[config.mk]
export PLATFORM = sky130hd
export DESIGN_NAME = ber_counter
export DESIGN_NICKNAME = d
export VERILOG_FILES = /design/src/rtl/ber_counter.sv
export SDC_FILE = /design/constraint.sdc
export NUM_CORES = 1
export LEC_CHECK = 0
export ABC_AREA = 1
export CAP_MARGIN = 20
export CORE_MARGIN = 10
export CORE_UTILIZATION = 58
export CTS_BUF_LIST = sky130_fd_sc_hd__clkbuf_4 sky130_fd_sc_hd__clkbuf_8 sky130_fd_sc_hd__clkbuf_16
export CTS_CLUSTER_DIAMETER = 150
export DETAILED_ROUTE_END_ITERATION = 8
export GPL_TIMING_DRIVEN = 0
export PLACE_DENSITY = 0.81
export SETUP_SLACK_MARGIN = 0.15
export SYNTH_ARGS = -nofsm -noshare
export SYNTH_HDL_FRONTEND = slang
export SYNTH_SLANG_ARGS = --single-unit
export TNS_END_PERCENT = 100
[constraint.sdc]
create_clock -name clk -period 5.23 [get_ports clk]
set_clock_uncertainty 0.15 [all_clocks]
set_input_delay 1.3075 -clock clk [delete_from_list [all_inputs] [get_ports clk]]
set_output_delay 1.3075 -clock clk [all_outputs]
set_load 0.01 [all_outputs]
[src/rtl/ber_counter.sv]
// Bit-error-rate window counter: accumulates flipped bits and errored words
// over WORDS valid noise words, then holds the result until acknowledged.
//
// state | meaning
// IDLE  | waiting for start, last result held on outputs
// ACCUM | accumulating valid mask words into the window
// DONE  | window complete, result held until ack
module ber_counter #(
    parameter int WORDS = 1024,
    parameter int CNT_W = 24
) (
    input  logic             clk,
    input  logic             rst,
    input  logic             start,
    input  logic             ack,
    input  logic [15:0]      mask,
    input  logic             mask_valid,
    output logic             busy,
    output logic             done,
    output logic [CNT_W-1:0] bit_errors,
    output logic [15:0]      word_errors
);

    typedef enum logic [1:0] {IDLE, ACCUM, DONE} state_t;

    localparam logic [15:0] LAST = 16'(WORDS - 1);

    state_t           state;
    logic [CNT_W-1:0] bit_acc;
    logic [15:0]      werr_acc;
    logic [15:0]      words_left;

    logic [4:0]       pc;
    logic [CNT_W:0]   bit_sum;
    logic [CNT_W-1:0] bit_next;
    logic [15:0]      werr_next;

    // Saturating next-values of both accumulators for the word on mask this cycle.
    always_comb begin
        pc = '0;
        for (int i = 0; i < 16; i++) begin
            pc = pc + 5'(mask[i]);
        end
        bit_sum   = {1'b0, bit_acc} + (CNT_W+1)'(pc);
        bit_next  = bit_sum[CNT_W] ? '1 : bit_sum[CNT_W-1:0];
        werr_next = ((mask != 16'h0) && (werr_acc != 16'hFFFF)) ? werr_acc + 16'd1 : werr_acc;
    end

    always_ff @(posedge clk or posedge rst) begin
        if (rst) begin
            state       <= IDLE;
            busy        <= 1'b0;
            done        <= 1'b0;
            bit_acc     <= '0;
            werr_acc    <= '0;
            words_left  <= '0;
            bit_errors  <= '0;
            word_errors <= '0;
        end else begin
            case (state)
                IDLE: begin
                    if (start) begin
                        state      <= ACCUM;
                        busy       <= 1'b1;
                        bit_acc    <= '0;
                        werr_acc   <= '0;
                        words_left <= LAST;
                    end
                end
                ACCUM: begin
                    if (mask_valid) begin
                        bit_acc  <= bit_next;
                        werr_acc <= werr_next;
                        // words_left is a down-counter; zero means this is the final word
                        if (words_left == 16'd0) begin
                            bit_errors  <= bit_next;
                            word_errors <= werr_next;
                            state       <= DONE;
                            busy        <= 1'b0;
                            done        <= 1'b1;
                        end else begin
                            words_left <= words_left - 16'd1;
                        end
                    end
                end
                DONE: begin
                    if (ack) begin
                        done <= 1'b0;
                        if (start) begin
                            state      <= ACCUM;
                            busy       <= 1'b1;
                            bit_acc    <= '0;
                            werr_acc   <= '0;
                            words_left <= LAST;
                        end else begin
                            state <= IDLE;
                        end
                    end
                end
                default: begin
                    state <= IDLE;
                    busy  <= 1'b0;
                    done  <= 1'b0;
                end
            endcase
        end
    end

endmodule
==> flow_summary.ini, run 1 <==
[run]
drv_cap = 0

[power_and_ir_drop]
power.density_nw_per_um2 = 410
vdd.ir_drop.worst_mv = 0.347
total_power_mw = 3.03
p_leak_nw = 3.76

[clock_tree]
cts-root-buf = clkbuf_8
clk_pin_slew_ns = 0.09
cts_inserted_buffers = 9
ctsLongestPathBuffers = 2
numClockSinks = 100
clock_latency_ns = 0.38
cts_tree = built
htreeDepth = 3

[die]
die_w_um = 124
die_h_um = 124
core_um2 = 10400
start_util_pct = 59.9
io_pins = 63
fp-row-count = 37
dieArea_um2 = 15300

[sta]
maxSlewHeadroom_pct = 56.6
final-setup-viol-count = 0
rsz0062_at_grt = yes
period_share_pct = 95.0
hold_slack_ns = 0.331
drv_slew = 0
fin_crit_ns = 4.97
clock.fmax_mhz = 201
tightest_slew_ns = 0.650
hold_viol = 0

[yosys]
synth_top_cell_by_area = dfrtp_1
ys_top_cells_by_area = dfrtp_1, nand2_1, nand3_1
ys_seq_area_share_pct = 40.3
yosysWarnings = 0
synth_nets = 918
async_flop_share_pct = 100
ys_seq_elements = 100
avgSynthCellArea_um2 = 7.11
synth_ff_type = dfrtp_1
ys_types = 34
synth_top_area_share_pct = 40.3
synthCells = 874
syn_area_um2 = 6210
synth_edf_count = 0

[detailed_routing]
vias = 5664
via_per_inst = 5.17
drt_iter0_markers = 478
drc = 0
wire_per_inst_um = 13.8
firstDrtPassIters = 5
wirelength_mm = 15.1
ant_nets = 0

[finish]
fin_util_pct = 71.3
final_cell_mix = nand2_1, dfrtp_1, inv_1
n_antenna_cell = 0
area_delta_synth_final_pct = 19.0
finalNetCount = 998
drive_gt1_share_pct = 10.0
fillers = 874
layout_commonest_cell = nand2_1

[worst_setup_path]
crit_type = in -> reg
rr_worst_depth = 16
critPathLaunch = mask[1]
reg2reg_from = bit_acc[0]
critical_path_required_ns = 5.39
r2r_slack_ns = 1.61
r2r_end = bit_errors[10]
path_max_fanout = 5
crit_end = bit_errors[10]
worstPathArrival_ns = 5.13
cp-start-kind = primary input
end_kind = flop

[global_route]
grt_antenna_before_repair = 0
grt_first_pass_wirelength_mm = 25.2
grt_pass1_vias = 5388
gr-total-overflow = 0
track_usage_pct = 20.2
grt_max_degree = 65

[placed_design]
port_buffers = 62
place_hpwl_mm = 11.0
globalplace.congestion = 0.938

[worst_hold_path]
hold_class = reg -> reg

[status]
status = complete, no violations
## power breakdown
group	switching [mW]	total, mW	internal, mW
Sequential	0.144	1.07	0.926
Clock	0.268	0.520	0.251
Combinational	0.888	1.45	0.558
## area by class of cell
| class | instances | area [µm²] | area share [%] |
|---|---|---|---|
| multi-input cells | 647 | 3290 | 44.5 |
| flip-flops and latches | 100 | 2500 | 33.8 |
| repair buffers | 69 | 686 | 9.27 |
| inverters | 105 | 397 | 5.36 |
| well taps | 136 | 170 | 2.30 |
| clock buffers | 12 | 159 | 2.15 |
| plain buffers | 22 | 143 | 1.93 |
| clock inverters | 4 | 47.5 | 0.643 |
## registers in the layout, indices dropped and copies added (netlist names)
name	flops
word_errors	16
werr_acc	16
words_left	16
done	1
busy	1
bit_acc	24
state	2
bit_errors	24
## timing repair
item                       4_1_cts  5_1_grt
hold buffers                     0        0
pin swaps                       12        7
hold endpoints to repair         0        0
gates cloned                     2        0
setup endpoints to repair       48       48
buffers inserted                 4        0
gates resized for setup         44       10
## cell usage after synthesis, types with 3 or more instances
master	instances
clkbuf_1	3
o21ai_0	38
nor2_1	74
fa_1	12
or2_2	3
nand3b_1	9
inv_2	4
nand2_1	341
nor3_1	3
buf_2	11
nand2_4	3
nand2_2	12
nand4_1	13
inv_1	99
nand3_1	95
ha_1	11
xor2_1	16
buf_4	7
dfrtp_1	100
## worst min-delay path by stage
stage | start | to | slack (ns) | cells after the start
after detailed placement | word_errors[10] | word_errors[10] | 0.31 | 2
after floorplan | bit_acc[4] | bit_acc[4] | 0.31 | 2
after global routing | word_errors[1] | word_errors[1] | 0.37 | 2
after global placement | bit_errors[1] | bit_errors[1] | 0.30 | 2
after CTS | bit_errors[0] | bit_errors[0] | 0.34 | 2
final | bit_errors[1] | bit_errors[1] | 0.33 | 2
## critical path: stages
cell and delay (ns):
dlygate4sd2_1 0.26, fa_1 0.51, inv_1 0.06, fa_1 0.47, fa_1 0.53, fa_1 0.43
fa_2 0.35, inv_2 0.07, fa_2 0.22, nand2_4 0.07, nand2_4 0.08, nand3_4 0.09
nand2_4 0.11, nand3_4 0.13, buf_6 0.18, nand3_2 0.07, nand2_1 0.09, nand2_1 0.09
## kinds of logic after synthesis
| group | share of synthesized area (%) |
|---|---|
| simple gates | 39.1 |
| xor+xnor | 2.54 |
| buf+inv | 8.44 |
| fa+ha+maj | 6.08 |
| compound gates | 3.58 |
| flops | 40.3 |
## through the flow
step / instance area (µm²) / setup TNS [ns] / std cells / setup slack, ns
2_1_floorplan: 6210 / 0 / 874 / 0.193
3_3_place_gp: 7000 / -64.64 / 1072 / -0.673
3_5_place_dp: 7030 / -29.23 / 1073 / -0.695
4_1_cts: 7370 / 0 / 1095 / 0.214
5_1_grt: 7400 / 0 / 1095 / 0.138
6_report: 7400 / 0 / 1095 / 0.262
## metal layers
metal | vias to the layer above | GRT usage, % | routed length (µm)
met5 | - | 0 | 0
met4 | 0 | 6.33 | 215
met3 | 22 | 4.19 | 1100
met2 | 176 | 32.2 | 6880
met1 | 2588 | 27.2 | 6850
li1 | 2878 | - | -
No activity file was read; power rests on OpenSTA's default activity.
==> inputs of run 2 (changes only) <==
--- a/config.mk
+++ b/config.mk
@@ -8,12 +8,11 @@
 export ABC_AREA = 1
 export CAP_MARGIN = 20
 export CORE_MARGIN = 10
-export CORE_UTILIZATION = 58
+export CORE_UTILIZATION = 30
 export CTS_BUF_LIST = sky130_fd_sc_hd__clkbuf_4 sky130_fd_sc_hd__clkbuf_8 sky130_fd_sc_hd__clkbuf_16
 export CTS_CLUSTER_DIAMETER = 150
 export DETAILED_ROUTE_END_ITERATION = 8
 export GPL_TIMING_DRIVEN = 0
-export PLACE_DENSITY = 0.81
 export SETUP_SLACK_MARGIN = 0.15
 export SYNTH_ARGS = -nofsm -noshare
 export SYNTH_HDL_FRONTEND = slang
==> constraint.sdc (replaced) <==
create_clock -name clk -period 5.7 [get_ports clk]
set_clock_uncertainty 0.15 [all_clocks]
set_input_delay 1.425 -clock clk [delete_from_list [all_inputs] [get_ports clk]]
set_output_delay 1.425 -clock clk [all_outputs]
set_load 0.01 [all_outputs]
==> run 2 against run 1 <==
Against the previous run:
- routed wire length increased by 13%
- final cell count up 12%
- count of clock-buffer cells in the layout decreased by 2
- register-to-register slack gained 0.28 ns
- via count grew 0.37%
- non-clock buffer count is 1 higher
- utilization down 33 points
- die area up 76%
- sequential power is 8% lower
- worst setup slack got worse by 0.018 ns
- first-iteration DRC count decreased by 6.7%
- critical path depth is the same
- largest cell class unchanged
==> flow_summary.ini, run 2 (synthesized netlist as in run 1, its figures left out) <==
[worst_setup_path]
reg2reg_from = bit_acc[0]
path_max_fanout = 5
crit_chain = clkdlybuf4s50_1 -> inv_2 -> fa_1 -> fa_1 -> fa_1 -> fa_1 -> fa_2 -> inv_2 -> fa_2 -> nand2_2 -> nand2_4 -> nand3_4 -> nand2_4 -> nand3_4 -> buf_8 -> nand3_2 -> nand2_1 -> o21ai_0
crit_family = adder cells
critPathSlowestCell = fa_1
crit_type = in -> reg
cp.depth = 18
r2r_end = bit_acc[13]
crit_end = bit_acc[13]
rr_worst_depth = 16
r2r_slack_ns = 1.89
critical_path_required_ns = 5.77
cpMostUsedCell = fa_1
end_kind = flop
cp-start-kind = primary input
max_stage_delay_ns = 0.56
worstPathArrival_ns = 5.52
critPathLaunch = mask[7]
critPathBufInv = 4

[detailed_routing]
via_per_inst = 4.62
wirelength_mm = 17.0
ant_nets = 0
drc = 0
firstDrtPassIters = 5
wire_per_inst_um = 13.8
vias = 5685
drt_iter0_markers = 446

[clock_tree]
ctsLongestPathBuffers = 2
clk_pin_slew_ns = 0.08
postCtsHoldBufs = 0
cts_tree = built
clock_latency_ns = 0.36
cts_inserted_buffers = 9
cts-root-buf = clkbuf_16
htreeDepth = 3
numClockSinks = 100

[status]
status = complete, no violations

[finish]
final_cell_mix = nand2_1, dfrtp_1, inv_1
drive_gt1_share_pct = 10.8
area_delta_synth_final_pct = 24.8
fin_util_pct = 38.2
finalNetCount = 999
layout_commonest_cell = nand2_1
n_antenna_cell = 0
final_cells = 1230
top_regs = bit_acc (24), bit_errors (24)

[sta]
drv_slew = 0
tightest_slew_ns = 0.794
maxSlewHeadroom_pct = 47.0
hold_viol = 0
fin_crit_ns = 5.46
clock.fmax_mhz = 183
setup_slack_ns = 0.244
rsz0062_at_grt = yes
period_share_pct = 95.7
final-setup-viol-count = 0

[run]
drv_cap = 0

[power_and_ir_drop]
power.density_nw_per_um2 = 379
vdd.ir_drop.worst_mv = 0.219
p_leak_nw = 3.89

[placed_design]
dp_slack_ns = -0.431
dp_cells = 1207
place_hpwl_mm = 12.4
port_buffers = 62
globalplace.congestion = 0.863

[global_route]
gr-total-overflow = 0
grt_pass1_vias = 5392
track_usage_pct = 12.7
grt_antenna_before_repair = 0
grt_max_degree = 62
grt_first_pass_wirelength_mm = 27.8

[die]
start_util_pct = 30.6
die_h_um = 164
die_w_um = 164
dieArea_um2 = 26900
io_pins = 63
fp-row-count = 52
core_um2 = 20300

[worst_hold_path]
hold_class = reg -> reg
-- run 2: final cells by class --
type | count | area [µm²]
buffer | 22 | 150
clock buffer | 10 | 239
clock inverter | 6 | 55.1
fill | 2135 | 12500
inverter | 105 | 397
multi-input combinational | 647 | 3330
sequential | 100 | 2500
tap | 270 | 338
timing repair buffer | 70 | 741
-- run 2: per-layer routing --
metal | vias to the layer above | part of all wire, % | GRT usage, % | wire length [µm]
met1 | 2668 | 50 | 18.0 | 8440
met5 | - | 0 | 0 | 0
met3 | 19 | 6.0 | 3.18 | 1020
met4 | 0 | 1.1 | 3.09 | 187
met2 | 108 | 43 | 18.8 | 7360
li1 | 2890 | - | - | -
-- run 2: worst min-delay path by stage --
stage / endpoint / cells after the start / startpoint
2_1_floorplan: bit_acc[4] / 2 / bit_acc[4]
3_3_place_gp: bit_errors[1] / 2 / bit_errors[1]
3_5_place_dp: bit_errors[1] / 2 / bit_errors[1]
4_1_cts: bit_errors[1] / 2 / bit_errors[1]
5_1_grt: bit_errors[7] / 2 / bit_errors[7]
6_report: bit_errors[1] / 2 / bit_errors[1]
-- run 2: power breakdown --
group / switching (mW) / total, mW / internal, mW
registers: 0.133 / 0.983 / 0.850
clock network: 0.312 / 0.629 / 0.317
logic: 0.816 / 1.33 / 0.515
total: 1.26 / 2.94 / 1.68
-- run 2: timing repair --
item	4_1_cts	5_1_grt
gates cloned	0	2
pin swaps	1	12
endpoints found under the setup margin	41	48
setup buffers	0	5
gates resized for setup	7	47
-- run 2: worst register-to-register path: cells and delay by family (launching register included) --
kind | cells | cell delay (ns)
adders and majority gates | 5 | 2.18
and+or+nand+nor | 7 | 0.64
DFF | 1 | 0.33
buffers and inverters | 3 | 0.27
AOI/OAI and AO/OA | 1 | 0.09
-- run 2: metrics by stage --
stage / power (mW) / area, µm² / TNS (ns) / hold slack [ns]
finish: 2.94 / 7750 / 0 / 0.328
global route: 3.21 / 7750 / 0 / 0.355
floorplan: 1.84 / 6210 / 0 / 0.305
global placement: 2.18 / 7170 / -43.28 / 0.310
detailed placement: 2.21 / 7190 / -15.09 / 0.312
CTS: 2.85 / 7510 / 0 / 0.332
